[config.mk]
export PLATFORM = sky130hd
export DESIGN_NAME = signed_div_ctrl
export DESIGN_NICKNAME = d
export VERILOG_FILES = /design/src/rtl/signed_div_pkg.sv /design/src/rtl/div_req_fifo.sv /design/src/rtl/signed_div_ctrl.sv
export SDC_FILE = /design/constraint.sdc
export NUM_CORES = 1
export LEC_CHECK = 0
export BUFFER_PORTS_ARGS = -buffer_cell sky130_fd_sc_hd__buf_2
export CELL_PAD_IN_SITES_DETAIL_PLACEMENT = 1
export CELL_PAD_IN_SITES_GLOBAL_PLACEMENT = 2
export CORE_MARGIN = 4
export CORE_UTILIZATION = 31
export CTS_CLUSTER_SIZE = 12
export DETAILED_ROUTE_END_ITERATION = 8
export PLACE_DENSITY_LB_ADDON = 0.1
export SYNTH_ARGS = -nofsm -noshare
export SYNTH_HDL_FRONTEND = slang
export SYNTH_SLANG_ARGS = --single-unit
[constraint.sdc]
create_clock -name clk -period 4.5 [get_ports clk]
set_clock_uncertainty 0.15 [all_clocks]
set_input_delay 0.225 -clock clk [delete_from_list [all_inputs] [get_ports clk]]
set_output_delay 0.225 -clock clk [all_outputs]
set_load 0.1 [all_outputs]
[src/rtl/signed_div_pkg.sv]
// rtl/signed_div_pkg.sv - shared state encoding and default sizes for signed_div_ctrl
package signed_div_pkg;

  localparam int DEF_BITSIZE = 16;
  localparam int DEF_DEPTH   = 4;

  typedef enum logic [2:0] {
    ST_IDLE,
    ST_ISSUE,
    ST_WAIT_BUSY,
    ST_WAIT_DONE,
    ST_OUT
  } state_e;

endpackage

[src/rtl/div_req_fifo.sv]
// rtl/div_req_fifo.sv - synchronous request FIFO holding {dividend, divisor}
module div_req_fifo #(
  parameter int WIDTH = 32,
  parameter int DEPTH = 4
) (
  input  logic             clk,
  input  logic             rst,
  input  logic             push_i,
  input  logic             pop_i,
  input  logic [WIDTH-1:0] wdata_i,
  output logic [WIDTH-1:0] rdata_o,
  output logic             full_o,
  output logic             empty_o
);

  localparam int AW = $clog2(DEPTH);

  logic [WIDTH-1:0] mem_q [DEPTH];
  logic [AW:0]      wr_ptr_q;
  logic [AW:0]      rd_ptr_q;
  logic             do_push;
  logic             do_pop;

  // Extra pointer bit distinguishes full from empty when the indices match.
  assign empty_o = (wr_ptr_q == rd_ptr_q);
  assign full_o  = (wr_ptr_q[AW] != rd_ptr_q[AW]) &&
                   (wr_ptr_q[AW-1:0] == rd_ptr_q[AW-1:0]);
  assign do_push = push_i && !full_o;
  assign do_pop  = pop_i && !empty_o;
  assign rdata_o = mem_q[rd_ptr_q[AW-1:0]];

  always_ff @(posedge clk or posedge rst) begin
    if (rst) begin
      wr_ptr_q <= '0;
      rd_ptr_q <= '0;
    end else begin
      if (do_push) wr_ptr_q <= wr_ptr_q + {{AW{1'b0}}, 1'b1};
      if (do_pop)  rd_ptr_q <= rd_ptr_q + {{AW{1'b0}}, 1'b1};
    end
  end

  always_ff @(posedge clk) begin
    if (do_push) mem_q[wr_ptr_q[AW-1:0]] <= wdata_i;
  end

endmodule

[src/rtl/signed_div_ctrl.sv]
// rtl/signed_div_ctrl.sv - signed front end for an external unsigned divider
module signed_div_ctrl
  import signed_div_pkg::*;
#(
  parameter int BITSIZE = DEF_BITSIZE,
  parameter int DEPTH   = DEF_DEPTH
) (
  input  logic               clk,
  input  logic               rst,
  input  logic               in_valid,
  output logic               in_ready,
  input  logic [BITSIZE-1:0] in_dividend,
  input  logic [BITSIZE-1:0] in_divisor,
  output logic               div_strt,
  output logic [BITSIZE-1:0] div_dividend,
  output logic [BITSIZE-1:0] div_divisor,
  input  logic               div_idle,
  input  logic [BITSIZE-1:0] div_quotient,
  input  logic [BITSIZE-1:0] div_remainder,
  output logic               out_valid,
  input  logic               out_ready,
  output logic [BITSIZE-1:0] out_quotient,
  output logic [BITSIZE-1:0] out_remainder,
  output logic               out_dbz,
  output logic               out_ovf
);

  localparam int                 MSB      = BITSIZE - 1;
  localparam logic [BITSIZE-1:0] MOST_NEG = {1'b1, {(BITSIZE-1){1'b0}}};

  state_e             state_q;
  logic               div_strt_q;
  logic               out_valid_q;
  logic               out_dbz_q;
  logic               out_ovf_q;
  logic [BITSIZE-1:0] out_quotient_q;
  logic [BITSIZE-1:0] out_remainder_q;

  logic               push;
  logic               pop;
  logic               has_req;
  logic               fifo_full;
  logic               fifo_empty;
  logic [2*BITSIZE-1:0] head_data;
  logic [BITSIZE-1:0] head_dividend;
  logic [BITSIZE-1:0] head_divisor;

  logic [BITSIZE-1:0] res_quotient_d;
  logic [BITSIZE-1:0] res_remainder_d;
  logic               res_dbz_d;
  logic               res_ovf_d;

  function automatic logic [BITSIZE-1:0] magnitude(input logic [BITSIZE-1:0] v);
    return v[MSB] ? -v : v;
  endfunction

  div_req_fifo #(
    .WIDTH (2*BITSIZE),
    .DEPTH (DEPTH)
  ) u_req_fifo (
    .clk     (clk),
    .rst     (rst),
    .push_i  (push),
    .pop_i   (pop),
    .wdata_i ({in_dividend, in_divisor}),
    .rdata_o (head_data),
    .full_o  (fifo_full),
    .empty_o (fifo_empty)
  );

  assign {head_dividend, head_divisor} = head_data;

  assign in_ready = !fifo_full;
  assign push     = in_valid && in_ready;
  // A push in this cycle counts as pending work so an idle controller issues next cycle.
  assign has_req  = !fifo_empty || push;
  // The head stays in the FIFO while in flight so the divider operands stay stable.
  assign pop      = (state_q == ST_WAIT_DONE) && div_idle;

  assign div_dividend = magnitude(head_dividend);
  assign div_divisor  = magnitude(head_divisor);

  always_comb begin
    res_dbz_d       = (head_divisor == '0);
    res_ovf_d       = (head_dividend == MOST_NEG) && (head_divisor == '1);
    res_quotient_d  = (head_dividend[MSB] ^ head_divisor[MSB]) ? -div_quotient : div_quotient;
    res_remainder_d = head_dividend[MSB] ? -div_remainder : div_remainder;
    if (res_dbz_d) begin
      res_quotient_d  = '1;
      res_remainder_d = head_dividend;
    end else if (res_ovf_d) begin
      res_quotient_d  = MOST_NEG;
      res_remainder_d = '0;
    end
  end

  always_ff @(posedge clk or posedge rst) begin
    if (rst) begin
      state_q         <= ST_IDLE;
      div_strt_q      <= 1'b0;
      out_valid_q     <= 1'b0;
      out_dbz_q       <= 1'b0;
      out_ovf_q       <= 1'b0;
      out_quotient_q  <= '0;
      out_remainder_q <= '0;
    end else begin
      div_strt_q <= 1'b0;
      case (state_q)
        ST_IDLE: begin
          if (has_req && div_idle) begin
            state_q    <= ST_ISSUE;
            div_strt_q <= 1'b1;
          end
        end
        ST_ISSUE: state_q <= ST_WAIT_BUSY;
        ST_WAIT_BUSY: begin
          if (!div_idle) state_q <= ST_WAIT_DONE;
        end
        ST_WAIT_DONE: begin
          if (div_idle) begin
            state_q         <= ST_OUT;
            out_valid_q     <= 1'b1;
            out_quotient_q  <= res_quotient_d;
            out_remainder_q <= res_remainder_d;
            out_dbz_q       <= res_dbz_d;
            out_ovf_q       <= res_ovf_d;
          end
        end
        ST_OUT: begin
          if (out_ready) begin
            out_valid_q <= 1'b0;
            if (has_req) begin
              state_q    <= ST_ISSUE;
              div_strt_q <= 1'b1;
            end else begin
              state_q <= ST_IDLE;
            end
          end
        end
        default: state_q <= ST_IDLE;
      endcase
    end
  end

  assign div_strt      = div_strt_q;
  assign out_valid     = out_valid_q;
  assign out_quotient  = out_quotient_q;
  assign out_remainder = out_remainder_q;
  assign out_dbz       = out_dbz_q;
  assign out_ovf       = out_ovf_q;

endmodule

==> out/qor.tcl <==
set qor(run_status) {finished clean}
set qor(reg2reg_setup_slack_ns) 1.01
set qor(mostFrequentLayoutCells) {137 x sky130_fd_sc_hd__buf_2, 128 x sky130_fd_sc_hd__edfxtp_1, 55 x sky130_fd_sc_hd__nand2_1}
set qor(worst-endpoint-required_ns) 4.12
set qor(synth-main-ff-cell) {sky130_fd_sc_hd__edfxtp_1}
set qor(clock-sinks) 173
set qor(layout.core_utilization_pct) 40.1
set qor(multiInputGateArea_mm2) 0.00287
set qor(post-route-period-util_pct) 87.1
set qor(setup_viol) 0
set qor(hold_path_class) {in -> reg}
set qor(clock_edge_transition_at_the_registers_on_the_reported_setup_and_hold_paths_ns) 0.07
set qor(syn_avg_cell_area_um2) 14.0
set qor(drt-wirelength-per-cell_um) 19.5
set qor(cell_type_with_the_highest_aggregate_area_in_the_netlist) {sky130_fd_sc_hd__edfxtp_1}
set qor(grt_pass1_wl_um) 33700
set qor(detail_route.iter0.violations) 348
set qor(synth.yosys.seq_area_share_pct) 61.8
set qor(grt_setup_unrepaired) {false}
set qor(fp.dieArea_mm2) 0.0286
set qor(yosys-top-cells-area) {sky130_fd_sc_hd__edfxtp_1 48%, sky130_fd_sc_hd__dfrtp_1 14%, sky130_fd_sc_hd__mux4_2 9.0%, sky130_fd_sc_hd__xnor2_1 4.3%, sky130_fd_sc_hd__xor2_1 2.6%}
set qor(grt-ovfl-total) 0
set qor(antenna_found_initial) 0
set qor(drt_pre_antenna_iters) 4
set qor(layout-drive-gt1-share_pct) 30.0
set qor(placed_cell_area_mm2) 0.00911
set qor(routed-via-count) 5366
set qor(final-max-slew-violation-count) 0
set qor(critPathArrivalTime_ns) 3.54
set qor(start_util_pct) 31.7
set qor(detail-route-antenna-nets) 0
set qor(wirelength_um) 21500
set qor(portBuffers) 137
set qor(largest_net_degree_at_the_start_of_global_routing) 46
set qor(clk_root_buffer_cell) {sky130_fd_sc_hd__clkbuf_16}
set qor(fin_crit_ns) 3.92
set qor(async_reset_ff_share_pct) 26.0
set qor(h-tree-depth) 4
set qor(tns_ns) 0
set qor(most_frequent_standard_cell_in_the_layout_excluding_fill_and_tap_cells) {sky130_fd_sc_hd__buf_2}
set qor(groute.usage.overall_pct) 15.3
set qor(globalplace.congestion) 0.780
set qor(clk_latency_ns) 0.43
set qor(clock_tree_from_tritoncts) {done}
set qor(n_antenna_cell) 0
set qor(fmax_mhz) 255
set qor(path_cells) {buf_4 > mux4_2 > nor2_1 > nand3_1 > o41ai_1 > xnor2_1 > buf_2}
set qor(setup.worst_path.start_class) {flip-flop}
set qor(syn_nets) 652
set qor(core_region_area_mm2) 0.0253
set qor(slowest_stage) {sky130_fd_sc_hd__dfrtp_2}
set qor(cp_max_fo) 13
set qor(n_fill_cell) 2679
set qor(drt_drc_violations_left) 0
set qor(timing.setup.critical_path_class) {reg -> out}
set qor(worst-slew-pin-transition_ns) 1.02
set qor(register_area_mm2) 0.00497
set qor(io_pins) 138
set qor(number_of_distinct_standard_cells_referenced_by_the_synthesized_netlist) 49
set qor(mapped_area_mm2) 0.00804
set qor(clock_path_buffers) 2
set qor(finish.net_count) 842
set qor(drv.max_cap_violation_count) 0
set qor(whs_path_depth) 3
set qor(synth-warning-count) 0
set qor(layout-area-overhead-vs-synth_pct) 26.3
set qor(die_h_um) 169
set qor(timing.reg2reg.worst_path_depth) 7
set qor(worst_slew_margin_rel_pct) 32.0
set qor(finish.instance_area_mm2) 0.0101
set qor(critPathCaptureType) {primary output}
set qor(seq_cells_post_synth) 173
set qor(avgViaCountPerCell) 4.85
set qor(crit_path_max_incr_delay_ns) 0.62
set qor(vias_in_the_first_global_route) 5806
set qor(numCtsBuffers) 17
set qor(synth_largest_type_area_fraction_pct) 47.8
set qor(syn-instance-count) 573
set qor(synth_enable_flop_cells) 128
set qor(post_cts_buffers) 0
set qor(row_count) 58
set qor(die_x_um) 169
set qor(hpwl_after_detailed_placement_um) 15600
set qor(final_hold_vios) 0
==> final timing paths <==
check / start / endpoint
max in group asynchronous: rst / u_req_fifo.rd_ptr_q[0]
min in group asynchronous: rst / out_remainder[11]
worst max-delay path: u_req_fifo.rd_ptr_q[0] / div_divisor[12]
worst min-delay path: div_quotient[10] / out_quotient[10]
worst min register to register: out_dbz / out_dbz
worst max register to register: u_req_fifo.rd_ptr_q[0] / out_quotient[10]
==> final cells by class <==
class	instances	area share, %
clock buffers	17	4.19
flip-flops and latches	173	49.0
repair buffers	196	12.4
inverters	14	0.518
well taps	330	4.07
multi-input cells	361	28.3
clock inverters	15	1.61
==> what timing repair did <==
item                                   CTS  global route
gates resized for setup                  0             0
endpoints found under the hold margin  186             0
hold buffers                            45             0
==> worst max-delay path: cells and delay by family, from the launching register on <==
| family | cells | cell delay, ns |
|---|---|---|
| AOI/OAI and AO/OA | 1 | 0.48 |
| and+or+nand+nor | 2 | 0.43 |
| buffers and inverters | 2 | 0.78 |
| DFF | 1 | 0.62 |
| xor gates and xnor gates | 1 | 0.18 |
| muxes | 1 | 0.61 |
==> metrics by stage <==
stage	hold WS, ns	std cells	worst slack, ns
6_report	0.0194	1106	0.581
5_1_grt	0.0169	1106	0.239
4_1_cts	0.00709	1106	0.513
3_5_place_dp	0.297	1029	0.948
3_3_place_gp	0.284	1029	0.982
2_1_floorplan	0.174	573	0.0150
==> Yosys cell counts (all sizes together) (7+ instances only) <==
cell type and count:
a21oi 24, buf 13, clkbuf 12, dfrtp 45
edfxtp 128, ha 10, inv 14, mux4 32
nand2 57, nand2b 8, nand3 16, nor2 30
nor4 7, o211ai 22, o21ai 24, o31ai 11
o41ai 7, or4 7, xnor2 39, xor2 24
==> cell families after synthesis <==
kind of cell | after synthesis | synth area share (%)
mux | 38 | 9.76
flops | 173 | 61.8
fa+ha+maj | 10 | 1.56
buf+inv | 39 | 2.51
compound gates | 94 | 7.49
xor+xnor | 63 | 6.87
simple gates | 156 | 9.97
==> routing by layer <==
metal  part of all wire [%]  global-route usage, %  vias to the layer above
li1                       -                      -                     2548
met1                     47                   21.9                     2674
met2                     48                   24.8                      133
met3                    4.6                   2.43                       11
met4                   0.65                   3.57                        0
met5                      0                      0                        -
==> sequential cells by signal, summed over array words and instances (netlist names) <==
signal,flops
out_ovf,1
u_req_fifo.mem_q,128
out_remainder,16
u_req_fifo.rd_ptr_q,3
out_dbz,1
out_quotient,16
u_req_fifo.wr_ptr_q,3
div_strt,1
state_q,3
out_valid,1
Power is left out: the tool's default activity adds up to more than one toggle a clock period on the data nets, which glitch-free logic cannot reach.
